`config.mk`:
```
export PLATFORM = sky130hd
export DESIGN_NAME = psx_pad_responder_flat
export DESIGN_NICKNAME = d
export VERILOG_FILES = /design/src/rtl/psx_pad_if.sv /design/src/rtl/psx_pad_responder.sv /design/src/flat_wrapper.sv
export SDC_FILE = /design/constraint.sdc
export NUM_CORES = 1
export LEC_CHECK = 0
export ABC_CLOCK_PERIOD_IN_PS = 2990
export BUFFER_PORTS_ARGS = -buffer_cell sky130_fd_sc_hd__buf_2
export CAP_MARGIN = 15
export CELL_PAD_IN_SITES_DETAIL_PLACEMENT = 0
export CELL_PAD_IN_SITES_GLOBAL_PLACEMENT = 1
export CORE_MARGIN = 2
export CORE_UTILIZATION = 43
export CTS_BUF_LIST = sky130_fd_sc_hd__clkbuf_16
export DETAILED_ROUTE_END_ITERATION = 16
export PLACE_DENSITY = 0.76
export SETUP_SLACK_MARGIN = 0.15
export SLEW_MARGIN = 25
export SYNTH_ARGS = -nofsm -noshare
export SYNTH_HDL_FRONTEND = slang
export SYNTH_SLANG_ARGS = --single-unit
```
`constraint.sdc`:
```
create_clock -name clk -period 2.99 [get_ports clk]
set_input_delay 0.4485 -clock clk [delete_from_list [all_inputs] [get_ports clk]]
set_output_delay 0.4485 -clock clk [all_outputs]
set_load 0.05 [all_outputs]
```
`src/rtl/psx_pad_if.sv`:
```
// psx_pad_if: PSX pad serial link; the host drives att_n/psx_clk/cmd, the pad answers on dat/ack_n
interface psx_pad_if;
    logic att_n;
    logic psx_clk;
    logic cmd;
    logic dat_out;
    logic dat_oe;
    logic ack_n;
    modport master (output att_n, psx_clk, cmd, input dat_out, dat_oe, ack_n);
    modport slave (input att_n, psx_clk, cmd, output dat_out, dat_oe, ack_n);
endinterface

```
`src/rtl/psx_pad_responder.sv`:
```
// psx_pad_responder: device end of the PSX pad link, answering polls with ID, 5A and button bytes
// Define PSX_ANALOG_EN for the analog pad (ID 8'h73, four stick bytes after the buttons).
module psx_pad_responder #(
    parameter int SYNC_STAGES = 2,
    parameter int ACK_DELAY = 40,
    parameter int ACK_WIDTH = 20,
    parameter logic [7:0] PAD_ID = 8'h41
) (
    input  logic clk,
    input  logic rst,
    psx_pad_if.slave pad,
    input  logic [15:0] buttons,
`ifdef PSX_ANALOG_EN
    input  logic [7:0] stick_rx,
    input  logic [7:0] stick_ry,
    input  logic [7:0] stick_lx,
    input  logic [7:0] stick_ly,
`endif
    output logic [7:0] cmd_byte,
    output logic cmd_valid,
    output logic [3:0] byte_idx,
    output logic busy,
    output logic err_f
);
`ifdef PSX_ANALOG_EN
    localparam logic [3:0] LAST_IDX = 4'd8;
    localparam logic [7:0] ID = 8'h73;
`else
    localparam logic [3:0] LAST_IDX = 4'd4;
    localparam logic [7:0] ID = PAD_ID;
`endif
    localparam int ACK_MAX = ACK_DELAY > ACK_WIDTH ? ACK_DELAY : ACK_WIDTH;
    localparam int ACW = $clog2(ACK_MAX + 1);
    typedef enum logic [2:0] {IDLE, SHIFT, ACK_WAIT, ACK_PULSE, DONE, IGNORE} state_t;
    state_t state_q, state_d;
    logic [SYNC_STAGES-1:0] att_sync_q, att_sync_d, clk_sync_q, clk_sync_d, cmd_sync_q, cmd_sync_d;
    logic att_p_q, att_p_d, clk_p_q, clk_p_d;
    logic [7:0] tx_q, tx_d, cmd_byte_q, cmd_byte_d;
    logic [6:0] rx_q, rx_d;
    logic [3:0] bit_cnt_q, bit_cnt_d, byte_idx_q, byte_idx_d;
    logic [ACW-1:0] ack_cnt_q, ack_cnt_d;
    logic [15:0] btn_q, btn_d;
    logic dat_oe_q, dat_oe_d, ack_n_q, ack_n_d, cmd_valid_q, cmd_valid_d;
    logic busy_q, busy_d, err_f_q, err_f_d;
`ifdef PSX_ANALOG_EN
    logic [31:0] stk_q, stk_d;
`endif
    logic att_s, clk_s, cmd_s, att_fall, clk_rise, clk_fall;
    logic [3:0] nidx;
    logic [7:0] next_tx, rx_next;
    assign att_s = att_sync_q[SYNC_STAGES-1];
    assign clk_s = clk_sync_q[SYNC_STAGES-1];
    assign cmd_s = cmd_sync_q[SYNC_STAGES-1];
    assign att_fall = att_p_q & ~att_s;
    assign clk_rise = ~clk_p_q & clk_s;
    assign clk_fall = clk_p_q & ~clk_s;
    assign rx_next = {cmd_s, rx_q};
    assign nidx = byte_idx_q + 4'd1;
    assign next_tx = nidx == 4'd1 ? ID :
                     nidx == 4'd2 ? 8'h5A :
                     nidx == 4'd3 ? btn_q[7:0] :
                     nidx == 4'd4 ? btn_q[15:8] :
`ifdef PSX_ANALOG_EN
                     nidx == 4'd5 ? stk_q[7:0] :
                     nidx == 4'd6 ? stk_q[15:8] :
                     nidx == 4'd7 ? stk_q[23:16] :
                     nidx == 4'd8 ? stk_q[31:24] :
`endif
                     8'hFF;
    always_comb begin
        att_sync_d = {att_sync_q[SYNC_STAGES-2:0], pad.att_n};
        clk_sync_d = {clk_sync_q[SYNC_STAGES-2:0], pad.psx_clk};
        cmd_sync_d = {cmd_sync_q[SYNC_STAGES-2:0], pad.cmd};
        att_p_d = att_s;
        clk_p_d = clk_s;
        state_d = state_q;
        tx_d = tx_q;
        rx_d = rx_q;
        bit_cnt_d = bit_cnt_q;
        byte_idx_d = byte_idx_q;
        ack_cnt_d = ack_cnt_q;
        btn_d = btn_q;
`ifdef PSX_ANALOG_EN
        stk_d = stk_q;
`endif
        dat_oe_d = dat_oe_q;
        ack_n_d = ack_n_q;
        cmd_byte_d = cmd_byte_q;
        cmd_valid_d = 1'b0;
        busy_d = busy_q;
        err_f_d = err_f_q;
        if (att_s) begin
            state_d = IDLE;
            dat_oe_d = 1'b0;
            ack_n_d = 1'b1;
            busy_d = 1'b0;
            bit_cnt_d = 4'd0;
            byte_idx_d = 4'd0;
        end else begin
            case (state_q)
                IDLE: if (att_fall) begin
                    tx_d = 8'hFF;
                    btn_d = buttons;
`ifdef PSX_ANALOG_EN
                    stk_d = {stick_ly, stick_lx, stick_ry, stick_rx};
`endif
                    dat_oe_d = 1'b1;
                    busy_d = 1'b1;
                    byte_idx_d = 4'd0;
                    bit_cnt_d = 4'd0;
                    err_f_d = 1'b0;
                    state_d = SHIFT;
                end
                SHIFT: if (clk_rise) begin
                    rx_d = rx_next[7:1];
                    bit_cnt_d = bit_cnt_q == 4'd8 ? 4'd8 : bit_cnt_q + 4'd1;
                    if (bit_cnt_q == 4'd7) begin
                        cmd_byte_d = rx_next;
                        cmd_valid_d = 1'b1;
                        ack_cnt_d = '0;
                        if (byte_idx_q == 4'd0 && rx_next != 8'h01) begin
                            state_d = IGNORE;
                            dat_oe_d = 1'b0;
                            busy_d = 1'b0;
                        end else begin
                            state_d = byte_idx_q == LAST_IDX ? DONE : ACK_WAIT;
                        end
                    end
                // the falling edge before the first rising edge must not disturb bit 0
                end else if (clk_fall && bit_cnt_q != 4'd0 && bit_cnt_q < 4'd8) begin
                    tx_d = {1'b1, tx_q[7:1]};
                end
                ACK_WAIT, ACK_PULSE: if (clk_rise) begin
                    err_f_d = 1'b1;
                    ack_n_d = 1'b1;
                    dat_oe_d = 1'b0;
                    busy_d = 1'b0;
                    state_d = IGNORE;
                end else if (state_q == ACK_WAIT) begin
                    if (ack_cnt_q == ACW'(ACK_DELAY - 1)) begin
                        ack_cnt_d = '0;
                        ack_n_d = 1'b0;
                        state_d = ACK_PULSE;
                    end else begin
                        ack_cnt_d = ack_cnt_q + ACW'(1);
                    end
                end else if (ack_cnt_q == ACW'(ACK_WIDTH - 1)) begin
                    ack_n_d = 1'b1;
                    byte_idx_d = nidx;
                    bit_cnt_d = 4'd0;
                    tx_d = next_tx;
                    state_d = SHIFT;
                end else begin
                    ack_cnt_d = ack_cnt_q + ACW'(1);
                end
                DONE: if (clk_fall) dat_oe_d = 1'b0;
                default: ;
            endcase
        end
    end
    always_ff @(posedge clk) begin
        if (rst) begin
            att_sync_q <= '1;
            clk_sync_q <= '1;
            cmd_sync_q <= '0;
            att_p_q <= 1'b1;
            clk_p_q <= 1'b1;
            state_q <= IDLE;
            tx_q <= 8'hFF;
            rx_q <= '0;
            bit_cnt_q <= 4'd0;
            byte_idx_q <= 4'd0;
            ack_cnt_q <= '0;
            btn_q <= 16'hFFFF;
`ifdef PSX_ANALOG_EN
            stk_q <= '0;
`endif
            dat_oe_q <= 1'b0;
            ack_n_q <= 1'b1;
            cmd_byte_q <= 8'h00;
            cmd_valid_q <= 1'b0;
            busy_q <= 1'b0;
            err_f_q <= 1'b0;
        end else begin
            att_sync_q <= att_sync_d;
            clk_sync_q <= clk_sync_d;
            cmd_sync_q <= cmd_sync_d;
            att_p_q <= att_p_d;
            clk_p_q <= clk_p_d;
            state_q <= state_d;
            tx_q <= tx_d;
            rx_q <= rx_d;
            bit_cnt_q <= bit_cnt_d;
            byte_idx_q <= byte_idx_d;
            ack_cnt_q <= ack_cnt_d;
            btn_q <= btn_d;
`ifdef PSX_ANALOG_EN
            stk_q <= stk_d;
`endif
            dat_oe_q <= dat_oe_d;
            ack_n_q <= ack_n_d;
            cmd_byte_q <= cmd_byte_d;
            cmd_valid_q <= cmd_valid_d;
            busy_q <= busy_d;
            err_f_q <= err_f_d;
        end
    end
    assign pad.dat_out = tx_q[0];
    assign pad.dat_oe = dat_oe_q;
    assign pad.ack_n = ack_n_q;
    assign cmd_byte = cmd_byte_q;
    assign cmd_valid = cmd_valid_q;
    assign byte_idx = byte_idx_q;
    assign busy = busy_q;
    assign err_f = err_f_q;
endmodule

```
`src/flat_wrapper.sv`:
```
// flat-port wrapper written by rule: the top's interface ports become plain ports
module psx_pad_responder_flat 
#(
    parameter int SYNC_STAGES = 2,
    parameter int ACK_DELAY = 40,
    parameter int ACK_WIDTH = 20,
    parameter logic [7:0] PAD_ID = 8'h41
)
  (clk, rst, buttons, cmd_byte, cmd_valid, byte_idx, busy, err_f, pad_att_n, pad_psx_clk, pad_cmd, pad_dat_out, pad_dat_oe, pad_ack_n);
  psx_pad_if pad_i ();
  input  logic clk;
  input  logic rst;
  input  logic [15:0] buttons;
  output logic [7:0] cmd_byte;
  output logic cmd_valid;
  output logic [3:0] byte_idx;
  output logic busy;
  output logic err_f;
  input wire logic [$bits(pad_i.att_n)-1:0] pad_att_n;
  input wire logic [$bits(pad_i.psx_clk)-1:0] pad_psx_clk;
  input wire logic [$bits(pad_i.cmd)-1:0] pad_cmd;
  output wire logic [$bits(pad_i.dat_out)-1:0] pad_dat_out;
  output wire logic [$bits(pad_i.dat_oe)-1:0] pad_dat_oe;
  output wire logic [$bits(pad_i.ack_n)-1:0] pad_ack_n;
  assign pad_i.att_n = pad_att_n;
  assign pad_i.psx_clk = pad_psx_clk;
  assign pad_i.cmd = pad_cmd;
  assign pad_dat_out = pad_i.dat_out;
  assign pad_dat_oe = pad_i.dat_oe;
  assign pad_ack_n = pad_i.ack_n;
  psx_pad_responder #(.SYNC_STAGES(SYNC_STAGES), .ACK_DELAY(ACK_DELAY), .ACK_WIDTH(ACK_WIDTH), .PAD_ID(PAD_ID)) u_core (.clk(clk), .rst(rst), .pad(pad_i), .buttons(buttons), .cmd_byte(cmd_byte), .cmd_valid(cmd_valid), .byte_idx(byte_idx), .busy(busy), .err_f(err_f));
endmodule
```
Yosys cells after proc, flatten, opt, wreduce, memory -nomap -nowiden
Cells that the tools add are included. W data, S select, Z words.

$add $sub $neg: 3. Multipliers: 0. Divide/modulo/power cells: 0. Magnitude comparators: 1. Equality and inequality tests: 29. Shifts and indexed selects: 0. Multiplexer cells: 55. Bitwise logic cells: 8. Reduce and logical (&&, ||, !) cells: 26.

Operators with widths (number): $mux W8 (10); $mux W4 (9); $mux W6 (6); $mux W3 (9); $pmux W8 S3 (1); $reduce_and A6 Y1 (4); $ne A2 B1 Y1 const B (8); $mux W1 (13); $eq A4 B3 Y1 const B (3); $pmux W4 S3 (1); $pmux W6 S2 (1); $pmux W3 S3 (1); $reduce_and A3 Y1 (3); $add A4 B1 Y4 const B (2); $eq A4 B2 Y1 const B (2); $ne A8 B1 Y1 const B (1); $pmux W4 S2 (1); $reduce_and A4 Y1 (2); $reduce_and A8 Y1 (1); $reduce_bool A4 Y1 (2); $reduce_and A7 Y1 (1); $add A6 B1 Y6 const B (1); $eq A3 B2 Y1 const B (2); $eq A6 B5 Y1 const B (1); 23 further kinds (37).

Bits in registers: 69. Bits in latches: 0. Bits in writable memories: 0. Memory bits (read-only): 0. Input port bits: 21. Output and inout port bits: 18. Logic and storage cells: 140. Memories: 0.

Logic depth before layout (Yosys ltp)
Gate-level depths: netlist of run 1.

Depth after elaboration: 10. Depth in mapped cells: 8. Depth with buffers taken out: 7.

Least setup slack after synthesis of run 1
OpenSTA, ideal clock, no wires.

Path type: register to register. Start point: reg u_core.byte_idx_q[0], in the netlist u_core.byte_idx[0]. End point: reg u_core.tx_q[2]. Setup time: 0.072 ns. Data arrival time: 2.417 ns. Required time: 2.918 ns. Path slack: 0.501 ns. Cell stages (with the launch flop): 8. Buffers on the path: 1. Clock period less this slack: 2.489 ns. Cell sequence: dfxtp_1 -> ha_1 -> clkbuf_1 -> clkinv_1 -> mux2_2 -> a31oi_1 -> o221ai_1 -> a2bb2oi_1.

Word-level cells in the longest chain between the ends: 10. Elaborated cells between the ends (all ways): 13. Those cells by class: add/sub: 1; eq/ne: 4; mux: 8.

RTL lines: from (decl) (RTL line psx_pad_responder.sv:40) `logic [3:0] bit_cnt_q, bit_cnt_d, byte_idx_q, byte_idx_d;`; from (signal assigned) (RTL line psx_pad_responder.sv:194) `byte_idx_q <= byte_idx_d;`; $add A4 B1 Y4 * (RTL line psx_pad_responder.sv:58) `assign nidx = byte_idx_q + 4'd1;`; $eq A4 B3 Y1 (RTL line psx_pad_responder.sv:62) `nidx == 4'd4 ? btn_q[15:8] :`; $mux W8 (RTL line psx_pad_responder.sv:62); $mux W8 (RTL line psx_pad_responder.sv:61) `nidx == 4'd3 ? btn_q[7:0] :`; $mux W8 (RTL line psx_pad_responder.sv:60) `nidx == 4'd2 ? 8'h5A :`; $mux W8 * (RTL line psx_pad_responder.sv:59) `assign next_tx = nidx == 4'd1 ? ID :`; $mux W8 * (RTL line psx_pad_responder.sv:147) `end else if (ack_cnt_q == ACW'(ACK_WIDTH - 1)) begin`; $mux W8 * (RTL line psx_pad_responder.sv:139) `end else if (state_q == ACK_WAIT) begin`; $mux W8 * (RTL line psx_pad_responder.sv:133) `ACK_WAIT, ACK_PULSE: if (clk_rise) begin`; $pmux W8 S3 * (RTL line psx_pad_responder.sv:100) `case (state_q)`; to (signal assigned) (RTL line psx_pad_responder.sv:191) `tx_q <= tx_d;`; to (decl) (RTL line psx_pad_responder.sv:38) `logic [7:0] tx_q, tx_d, cmd_byte_q, cmd_byte_d;`.

Mark *: on every way between the ends. The rest lies on a longest branch, timed or not. The select of a mux whose other input is x is not followed. A chain may end at the register's enable or synchronous reset.

Worst setup path after layout of run 1
Start point: reg u_core.state_q[0]. End point: reg u_core.ack_cnt_q[4].

Word-level cells in the longest chain between the ends: 4. Elaborated cells between the ends (all ways): 13. Those cells by class: eq/ne: 7; mux: 3; reduce/logical: 3.

RTL lines: from (decl) (RTL line psx_pad_responder.sv:35) `state_t state_q, state_d;`; from (signal assigned) (RTL line psx_pad_responder.sv:190) `state_q <= state_d;`; $eq A3 B2 Y1 (on tied branches) (RTL line psx_pad_responder.sv:100, psx_pad_responder.sv:139); $reduce_or A2 Y1 / $mux W6 (equally long branches) (RTL line psx_pad_responder.sv:100, psx_pad_responder.sv:139); $ne A3 B2 Y1 (no line), or another cell as far along; $reduce_and A6 Y1 (no line) / $pmux W6 S2 (equally long branches); to (signal assigned) (RTL line psx_pad_responder.sv:195) `ack_cnt_q <= ack_cnt_d;`; to (decl) (RTL line psx_pad_responder.sv:41) `logic [ACW-1:0] ack_cnt_q, ack_cnt_d;`.

Several ways; a longest one is shown, not always the timed one. The select of a mux whose other input is x is not followed.

==> results of run 1 <==
==> path summary, 6_finish.rpt <==
path | depth (start not counted) | end | from
worst max register to register | 5 | u_core.ack_cnt_q[4] | u_core.state_q[0]
worst min-delay path | 2 | u_core.att_sync_q[0] | pad_att_n
worst min register to register | 1 | u_core.att_sync_q[1] | u_core.att_sync_q[0]
worst max-delay path | 5 | u_core.ack_cnt_q[4] | u_core.state_q[0]
==> cells in the mapped netlist, types with 7 or more instances <==
cell	number
a21oi_1	20
a31oi_1	15
clkbuf_1	19
dfxtp_1	69
ha_1	9
inv_1	16
mux2i_1	16
nand2_1	54
nand3_1	25
nor2_1	46
nor2b_1	8
nor3_1	7
o21ai_0	13
or2_2	9
==> flip-flops by register name, indices dropped and copies added (netlist names) <==
| name | flops |
|---|---|
| u_core.state_q | 3 |
| u_core.btn_q | 16 |
| u_core.tx_q | 8 |
| u_core.ack_cnt_q | 6 |
| u_core.att_p_q | 1 |
| u_core.cmd_byte | 8 |
| u_core.err_f | 1 |
| u_core.clk_p_q | 1 |
| u_core.rx_q | 7 |
| u_core.cmd_valid | 1 |
| u_core.busy | 1 |
| u_core.byte_idx | 4 |
| u_core.pad.ack_n | 1 |
| u_core.pad.dat_oe | 1 |
| u_core.cmd_sync_q | 2 |
| u_core.att_sync_q | 2 |
| u_core.bit_cnt_q | 4 |
| u_core.clk_sync_q | 2 |
==> layout by cell type (no fill, tap or decap), types with 3 or more instances in the layout <==
cell type / count
a211o_1: 5
nor2b_1: 8
nor2_1: 46
nand3b_1: 4
buf_2: 38
o221ai_1: 3
nor4b_1: 5
a21boi_0: 3
nand2_1: 54
a21oi_1: 20
o22ai_1: 6
nor3_1: 7
o21ai_0: 13
nor4_1: 4
o31ai_1: 4
clkbuf_16: 9
or3_1: 3
a211oi_1: 3
nand4_1: 3
mux2i_1: 16
o21a_1: 3
dfxtp_1: 69
nand3_1: 25
nand2b_1: 6
ha_1: 9
a31oi_1: 15
o32ai_1: 5
or2_2: 9
inv_1: 16
buf_4: 6
==> power breakdown <==
part	internal (mW)	switching [mW]	leakage [nW]
Combinational	0.0322	0.0485	0.898
Clock	0.732	0.409	0.152
Sequential	0.937	0.0111	0.560
==> kinds of logic after synthesis <==
| kind of cell | Yosys count | synth area share, % |
|---|---|---|
| fa+ha+maj | 9 | 3.31 |
| compound gates | 98 | 19.9 |
| simple gates | 184 | 26.7 |
| flops | 69 | 40.6 |
| xor+xnor | 1 | 0.257 |
| mux | 17 | 5.04 |
| buf+inv | 38 | 4.23 |
==> metal layers <==
metal / vias to the layer above / GRT usage (%) / share of wire (%)
met5: - / 0 / 0
met2: 59 / 33.5 / 45
li1: 1568 / - / -
met1: 1447 / 29.2 / 50
met4: 0 / 6.62 / 1.1
met3: 6 / 3.17 / 3.6
==> worst register-to-register path: stages (launching register included) <==
cell and delay [ns]:
dfxtp_1 0.63, or3b_4 0.47, or4_4 0.66, a21boi_4 0.20, or3_1 0.37, a21oi_1 0.14
==> per-stage QoR <==
step,setup slack [ns],util [%],instances
6_report,0.449,52.3,558
2_1_floorplan,0.501,-,416
3_3_place_gp,0.503,48.1,542
5_1_grt,0.266,52.3,558
4_1_cts,0.453,52.3,558
3_5_place_dp,0.457,48.1,542
==> cell type report <==
| type | count | area [um^2] | area share, % |
|---|---|---|---|
| Sequential cell | 69 | 1380 | 34.4 |
| Clock buffer | 9 | 225 | 5.61 |
| Multi-Input combinational cell | 309 | 1880 | 46.9 |
| Inverter | 18 | 67.6 | 1.68 |
| Timing Repair Buffer | 44 | 235 | 5.85 |
| Clock inverter | 7 | 97.6 | 2.43 |
| Tap cell | 102 | 128 | 3.18 |
==> results.ini, run 1 <==
[status]
run_status = complete, no violations

[logic_synthesis]
synth_edf_count = 0
synth_area_leaders = dfxtp_1 (41%), nand2_1 (6.0%), nor2_1 (5.1%), mux2i_1 (4.7%), nand3_1 (3.7%)
synthArstFlopShare_pct = 0
synthFlopType = dfxtp_1
ys_ff_latch = 69
synth.largest_area_cell = dfxtp_1
synth_top_area_share_pct = 40.6
ys_seq_area_share_pct = 40.6
postSynthNetCount = 446
synthesis.area_um2 = 3400
avgSynthCellArea_um2 = 8.18
synth_cell_types = 51
synth_cells = 416
yosys_warnings = 0

[detailed_routing]
drt-pass1-iter-count = 5
final_antenna_net_count = 0
viasPerCell = 5.52
first_iter_violations = 167
vias = 3080
wl_per_cell_um = 15.0
drc = 0
routed_wl_um = 8380

[clock_tree]
cts_sinks = 69
cts-root-buf = clkbuf_16
cts.path.max_buffers = 2
cts_made_buffers = 9
cts_setup_buffers = 0
cts-resized-gates = 0
holdBufCountCts = 0
cts_tree = built
clkTransAtPathRegs_ns = 0.06
insertion_delay_ns = 0.33
cts-htree-levels = 3

[floorplanning]
pin_count = 39
dieWidth_um = 92.9
fp.dieH_um = 92.9
core_area_um2 = 7690
rows = 32
initial_utilization_pct = 44.3
die-area_um2 = 8640

[timing]
timing.final.crit_share_pct = 85.0
layout_min_cycle_time_ns = 2.54
slew-limit-headroom_pct = 48.5
setup_viol = 0
setup_tns_ns = 0
skew_ns = 0.00700
whs_ns = 0.309
slew_viol_final = 0
finalHoldViolCount = 0
worst_slew_pin_slew_ns = 0.761
rsz0062_at_grt = no
max_freq_ghz = 0.394

[critical_path]
cp-end-kind = flip-flop
crit_family = simple AND/OR/NAND/NOR gates
worstPathRequired_ns = 3.25
critPathBufInv = 0
path_cells = or3b_4 > or4_4 > a21boi_4 > or3_1 > a21oi_1
startpoint_type = flip-flop
arrival_ns = 2.80
slowest_delay_ns = 0.66
path_max_fanout = 16
path_class = flip-flop to flip-flop
reg2reg_slack_ns = 0.45
cp_slowest_cell = or4_4

[finish]
postLayoutCellArea_um2 = 4020
n_antenna_cell = 0
nNetsFinal = 481
areaGrowthSynthToFinish_pct = 18.1
nFillCells = 759
drive_gt1_share_pct = 17.1

[pwr]
leakage_nw = 1.61
p_per_area_nw_per_um2 = 540
vdd_drop_max_v = 0.000356
finalPower_mw = 2.17

[global_route]
grt_max_degree = 40
grt_pass1_vias = 3007
grt_overflow = 0
grtUsageTotal_pct = 21.0
antenna_found_initial = 0
grt_pass1_wl_um = 14600

[placement]
portBuffers = 38
finalWeightedCongestion = 0.866
post-dp-hpwl_um = 6040
placed_cell_area_um2 = 3690

[job]
drv_cap = 0

[min_path]
hold_class = input pin to flip-flop

No activity file was read; power rests on OpenSTA's default activity.
==> run 2, diff against run 1 <==
- ABC_AREA: unset -> 1
- ABC_CLOCK_PERIOD_IN_PS: 2990 -> 2100
- CORE_UTILIZATION: 43 -> 38
- PLACE_DENSITY: 0.76 -> 0.72
- clock period: 2.99 -> 2.1 ns (I/O delays scaled with it)
==> run 2 against run 1 <==
Core utilization is 6.5 points lower. Worst hold slack lost 0.14 ns. Clock power grew 20%.
==> results.ini, run 2 <==
[timing]
setup_tns_ns = 0  ; unchanged
finalHoldViolCount = 0  ; unchanged
timing.final.crit_share_pct = 81.9  ; was 85.0%
rsz0062_at_grt = no  ; unchanged
worst_slew_pin_slew_ns = 0.435  ; was 0.761 ns
layout_min_cycle_time_ns = 1.72  ; was 2.54 ns
slew_viol_final = 0  ; unchanged
whs_ns = 0.167  ; was 0.309 ns
setup_viol = 0  ; unchanged
slew-limit-headroom_pct = 70.9  ; was 48.5%
skew_ns = 0.00796  ; was 0.00700 ns
max_freq_ghz = 0.581  ; was 0.394 GHz

[finish]
final-seq-area_um2 = 1380  ; about the same
multi_input_area_um2 = 1750  ; was 1880 um^2
finalNonFillerCells = 624  ; was 558
nNetsFinal = 541  ; was 481
postLayoutCellArea_um2 = 3970  ; was 4020 um^2
mostFrequentLayoutCells = nand2_1 (107), dfxtp_1 (67), nor2_1 (52)  ; was dfxtp_1 (69), nand2_1 (54), nor2_1 (46)
mostFrequentLayoutCell = nand2_1  ; was dfxtp_1
largest_reg_flops = 16  ; unchanged
regMostFlops = u_core.btn_q  ; unchanged
nFillCells = 917  ; was 759
drive_gt1_share_pct = 20.0  ; was 17.1%
n_antenna_cell = 0  ; unchanged
areaGrowthSynthToFinish_pct = 17.9  ; was 18.1%

[global_route]
grt_overflow = 0  ; unchanged
grtUsageTotal_pct = 17.7  ; was 21.0%
grt_pass1_vias = 2929  ; was 3007
grt_max_degree = 24  ; was 40
antenna_found_initial = 0  ; unchanged
grt_pass1_wl_um = 13800  ; was 14600 um

[clock_tree]
clkTransAtPathRegs_ns = 0.06  ; about the same
holdBufCountCts = 0  ; unchanged
cts_sinks = 69  ; unchanged
cts-root-buf = clkbuf_16  ; unchanged
cts_tree = built  ; unchanged
cts_made_buffers = 9  ; unchanged
insertion_delay_ns = 0.33  ; about the same
cts.path.max_buffers = 2  ; unchanged
cts-htree-levels = 3  ; unchanged

[floorplanning]
pin_count = 39  ; unchanged
core_area_um2 = 8680  ; was 7690 um^2
fp.dieH_um = 98.1  ; was 92.9 um
initial_utilization_pct = 38.8  ; was 44.3%
die-area_um2 = 9630  ; was 8640 um^2
dieWidth_um = 98.1  ; was 92.9 um
rows = 34  ; was 32

[placement]
portBuffers = 38  ; unchanged
finalWeightedCongestion = 0.821  ; was 0.866
post-dp-hpwl_um = 5770  ; was 6040 um
placed_cell_area_um2 = 3700  ; was 3690 um^2
dp_cells = 608  ; was 542

[logic_synthesis]
ys_top_cells_by_count = nand2_1 (107), dfxtp_1 (69), nor2_1 (52)  ; was dfxtp_1 (69), nand2_1 (54), nor2_1 (46)
avgSynthCellArea_um2 = 7.23  ; was 8.18 um^2
synth_area_leaders = dfxtp_1 (41%), nand2_1 (12%), nand3_1 (5.9%), nor2_1 (5.8%), inv_1 (4.8%)  ; was dfxtp_1 (41%), nand2_1 (6.0%), nor2_1 (5.1%), mux2i_1 (4.7%), nand3_1 (3.7%)
synthesis.area_um2 = 3370  ; was 3400 um^2
synthArstFlopShare_pct = 0  ; unchanged
synthFlopType = dfxtp_1  ; unchanged
synth_cells = 466  ; was 416
synth_top_area_share_pct = 41.0  ; was 40.6%
synth_cell_types = 33  ; was 51
yosysMostFrequentCell = nand2_1  ; was dfxtp_1
postSynthNetCount = 496  ; was 446
synth.largest_area_cell = dfxtp_1  ; unchanged
synth_edf_count = 0  ; unchanged
yosys_warnings = 0  ; unchanged
ys_seq_area_share_pct = 41.0  ; was 40.6%
ys_ff_latch = 69  ; unchanged

[critical_path]
worstPathRequired_ns = 2.32  ; was 3.25 ns
cp_slowest_cell = dfxtp_1  ; was or4_4
slowest_delay_ns = 0.39  ; was 0.66 ns
crit_family = simple AND/OR/NAND/NOR gates  ; unchanged
startpoint_type = flip-flop  ; unchanged
arrival_ns = 1.94  ; was 2.80 ns
path_cells = ha_1 > nand4_1 > nand2_1 > nand3_2 > nor2_4 > inv_2 > a21oi_1 > nand2_1  ; was or3b_4 > or4_4 > a21boi_4 > or3_1 > a21oi_1
critPathBufInv = 1  ; was 0
path_class = flip-flop to flip-flop  ; unchanged
worst_path_most_repeated_cell = nand2_1
path_max_fanout = 9  ; was 16
cp-end-kind = flip-flop  ; unchanged

[status]
run_status = complete, no violations  ; unchanged

[detailed_routing]
wl_per_cell_um = 12.9  ; was 15.0 um
first_iter_violations = 63  ; was 167
routed_wl_um = 8040  ; was 8380 um
final_antenna_net_count = 0  ; unchanged
drc = 0  ; unchanged
drt-pass1-iter-count = 4  ; was 5
viasPerCell = 4.85  ; was 5.52
vias = 3028  ; was 3080

[min_path]
hold_class = input pin to flip-flop  ; unchanged

[job]
drv_cap = 0  ; unchanged

[pwr]
finalPower_mw = 2.85  ; was 2.17 mW
leakage_nw = 1.78  ; was 1.61 nW
vdd_drop_max_v = 0.000362  ; was 0.000356 V
p_per_area_nw_per_um2 = 718  ; was 540 nW/um^2

[run 2: changes by cell type in the layout (fill, tap and decap cells not counted), sizes merged, moves of 7 or more]
cell    previous run  this run
nand3             25        43
o211ai             0         8
a31oi             15         0
nor2              46        65
mux2i             16         0
nor2b              8         0
nand2             54       116
o21ai             13        36
a21oi             20        27
inv               17        50
nand4              3        11
[run 2: timing repair]
| action | 4_1_cts | 5_1_grt |
|---|---|---|
| setup endpoints to repair | 0 | 8 |
| gates resized for setup | 0 | 3 |
| buffers inserted | 0 | 0 |
[run 2: power breakdown]
| part | internal (mW) | switching (mW) | leakage [nW] |
|---|---|---|---|
| Clock | 0.790 | 0.580 | 0.129 |
| Combinational | 0.0486 | 0.0867 | 1.09 |
| Sequential | 1.34 | 0.0127 | 0.561 |
[run 2: worst reg2reg max path, stage by stage (launching register included)]
cell	delay (ns)
dfxtp_1	0.39
ha_1	0.23
nand4_1	0.21
nand2_1	0.17
nand3_2	0.11
nor2_4	0.17
inv_2	0.12
a21oi_1	0.15
nand2_1	0.07
[run 2: final cells by class]
| type | instances | area share [%] |
|---|---|---|
| Clock buffer | 9 | 5.67 |
| Clock inverter | 7 | 1.07 |
| Inverter | 51 | 4.95 |
| Multi-Input combinational cell | 335 | 44.0 |
| Sequential cell | 69 | 34.8 |
| Tap cell | 108 | 3.40 |
| Timing Repair Buffer | 45 | 6.11 |
[run 2: per-stage QoR]
| stage | setup WS (ns) | util [%] |
|---|---|---|
| after floorplan | 0.226 | - |
| after global placement | 0.284 | 42.6 |
| after detailed placement | 0.290 | 42.6 |
| after CTS | 0.275 | 45.7 |
| after global routing | 0.182 | 45.8 |
| final | 0.380 | 45.8 |
[run 2: cell families after synthesis]
logic type	Yosys count	synth area share [%]
AO/OA/AOI/OAI	77	12.9
XOR/XNOR	1	0.260
adder cells (fa/ha/maj)	9	3.34
buffers and inverters	62	7.32
flip-flops	69	41.0
AND/OR/NAND/NOR	248	35.2
[run 2: final timing paths]
kind / from / to / slack, ns / cells past startpoint
worst min register to register: u_core.clk_sync_q[0] / u_core.clk_sync_q[1] / 0.41 / 1
worst max register to register: u_core.ack_cnt_q[0] / u_core.tx_q[3] / 0.38 / 8
worst min-delay path: pad_psx_clk / u_core.clk_sync_q[0] / 0.17 / 2
worst max-delay path: u_core.ack_cnt_q[0] / u_core.tx_q[3] / 0.38 / 8
[run 2: per-layer routing]
layer	vias to the layer above	global-route usage [%]	share of wire, %
li1	1613	-	-
met1	1346	24.5	52
met2	63	26.8	43
met3	6	4.29	4.1
met4	0	6.32	0.91
met5	-	0	0
==> run 3, diff against run 2 <==
- ABC_CLOCK_PERIOD_IN_PS: 2100 -> 1500
- clock period: 2.1 -> 1.5 ns (I/O delays scaled with it)
==> run 3 against run 2 <==
The run now ends with setup timing left. Combinational power increased by 96%. Maximum frequency increased by 10%. Die area unchanged. Register-to-register slack got worse by 0.44 ns. Core utilization increased by 12 points. Final cell count increased by 10%. Worst setup slack got worse by 0.44 ns. Sequential cell count unchanged. Critical path type unchanged. Largest power group unchanged. Highest routed layer unchanged.
==> results.ini, run 3 (synthesized netlist as in run 2, its figures left out) <==
[timing]
layout_min_cycle_time_ns = 1.56  ; was 1.72 ns
slew-limit-headroom_pct = 76.3  ; was 70.9%
timing.final.crit_share_pct = 104  ; was 81.9%
timing.final.ws_setup_ns = -0.0606  ; was 0.380 ns
slew_viol_final = 0  ; unchanged
skew_ns = 0.00842  ; was 0.00796 ns
setup_tns_ns = -0.319  ; was 0 ns
rsz0062_at_grt = yes  ; was no
max_freq_ghz = 0.641  ; was 0.581 GHz
setup_viol = 14  ; was 0
worst_slew_pin_slew_ns = 0.352  ; was 0.435 ns
finalHoldViolCount = 0  ; unchanged

[clock_tree]
cts-root-buf = clkbuf_16  ; unchanged
cts_sinks = 69  ; unchanged
cts_tree = built  ; unchanged
cts_made_buffers = 9  ; unchanged
clkTransAtPathRegs_ns = 0.06  ; about the same
holdBufCountCts = 0  ; unchanged
cts.path.max_buffers = 2  ; unchanged
insertion_delay_ns = 0.33  ; about the same
cts-htree-levels = 3  ; unchanged

[global_route]
grt_pass1_wl_um = 15300  ; was 13800 um
grtUsageTotal_pct = 19.5  ; was 17.7%
grt_max_degree = 21  ; was 24
grt_pass1_vias = 3226  ; was 2929
grt_overflow = 0  ; unchanged
antenna_found_initial = 0  ; unchanged

[floorplanning]
rows = 34  ; unchanged
die-area_um2 = 9630  ; unchanged
initial_utilization_pct = 38.8  ; unchanged
dieWidth_um = 98.1  ; unchanged
fp.dieH_um = 98.1  ; unchanged
core_area_um2 = 8680  ; unchanged
pin_count = 39  ; unchanged

[finish]
nNetsFinal = 607  ; was 541
drive_gt1_share_pct = 44.6  ; was 20.0%
mostFrequentLayoutCell = nand2_1  ; unchanged
areaGrowthSynthToFinish_pct = 49.4  ; was 17.9%
mostFrequentLayoutCells = nand2_1 (89), dfxtp_1 (58), buf_4 (54)  ; was nand2_1 (107), dfxtp_1 (67), nor2_1 (52)
n_antenna_cell = 0  ; unchanged
largest_reg_flops = 16  ; unchanged
regMostFlops = u_core.btn_q  ; unchanged
nFillCells = 827  ; was 917

[status]
run_status = complete, but fails checks  ; was complete, no violations
violations = setup timing

[job]
drv_cap = 0  ; unchanged

[detailed_routing]
routed_wl_um = 9260  ; was 8040 um
drc = 0  ; unchanged
drt-pass1-iter-count = 4  ; unchanged
vias = 3358  ; was 3028
wl_per_cell_um = 13.4  ; was 12.9 um
viasPerCell = 4.87  ; was 4.85
first_iter_violations = 130  ; was 63
final_antenna_net_count = 0  ; unchanged

[pwr]
p_per_area_nw_per_um2 = 832  ; was 718 nW/um^2
finalPower_mw = 4.19  ; was 2.85 mW
leakage_nw = 2.17  ; was 1.78 nW
vdd_drop_max_v = 0.000419  ; was 0.000362 V

[placement]
portBuffers = 38  ; unchanged
finalWeightedCongestion = 0.860  ; was 0.821
post-dp-hpwl_um = 6230  ; was 5770 um

[min_path]
holdPathStages = 2  ; unchanged
hold_class = input pin to flip-flop  ; unchanged

[critical_path]
reg2reg_depth = 8  ; unchanged
path_max_fanout = 7  ; was 9
worstPathRequired_ns = 1.73  ; was 2.32 ns
startpoint_type = flip-flop  ; unchanged
arrival_ns = 1.79  ; was 1.94 ns
path_class = flip-flop to flip-flop  ; unchanged
cp-end-kind = flip-flop  ; unchanged

-- run 3: cell types whose count changed in the layout (fill, tap and decap cells not counted), moves of 11 or more --
cell | before | now
o21ai_2 | 3 | 14
o21ai_0 | 30 | 13
a21oi_2 | 0 | 14
a21oi_1 | 27 | 13
buf_6 | 0 | 12
inv_1 | 43 | 31
nand2_2 | 7 | 19
buf_4 | 7 | 54
nand2_1 | 107 | 89
-- run 3: final cells by class --
type	count	area [um^2]	share of cell area (%)
flip-flops and latches	69	1410	28.1
clock inverters	5	35.0	0.696
repair inverters	1	7.51	0.149
clock buffers	10	250	4.97
inverters	51	216	4.30
repair buffers	110	846	16.8
multi-input cells	335	2130	42.3
well taps	108	135	2.69
-- run 3: what timing repair did --
action | in CTS | in global routing
pin swaps | 19 | 31
gates cloned | 2 | 1
resized for setup | 51 | 85
endpoints found under the setup margin | 51 | 61
setup buffers | 12 | 10
-- run 3: power by group --
group	internal, mW	switching, mW	total, mW
clock	1.21	0.833	2.04
sequential	1.86	0.0204	1.88
combinational	0.112	0.153	0.265
total	3.18	1.01	4.19
-- run 3: critical path, cell delays in order, from the launching register on --
cell and delay [ns]:
dfxtp_2 0.35, ha_4 0.15, nand4_1 0.21, nand2_2 0.20, nand2_4 0.09, nor2_4 0.22, inv_2 0.07, o21ai_2 0.11
nor2_1 0.05
-- run 3: worst paths after layout --
path,start,to,slack [ns]
min,pad_psx_clk,u_core.clk_sync_q[0],0.08
min reg2reg,u_core.cmd_sync_q[0],u_core.cmd_sync_q[1],0.41
max reg2reg,u_core.ack_cnt_q[1],u_core.bit_cnt_q[2],-0.06
max,u_core.ack_cnt_q[1],u_core.bit_cnt_q[2],-0.06
-- run 3: layer usage --
layer	track usage (%)	vias to the layer above	share of wire, %
li1	-	1743	-
met1	26.0	1535	48
met2	31.7	61	47
met3	3.87	19	3.0
met4	6.74	0	2.1
met5	0	-	0
-- run 3: through the flow --
| stage | utilization, % | std cells | hold WS (ns) | setup slack (ns) | cell area, um^2 |
|---|---|---|---|---|---|
| finish | 58.0 | 689 | 0.0778 | -0.0606 | 5030 |
| global route | 58.0 | 689 | 0.0724 | -0.140 | 5030 |
| CTS | 53.7 | 678 | 0.0735 | 0.0160 | 4660 |
| detailed placement | 47.2 | 649 | 0.393 | -0.106 | 4090 |
| global placement | 47.2 | 649 | 0.396 | -0.0819 | 4090 |
| floorplan | - | 466 | 0.300 | 0.0658 | 3460 |
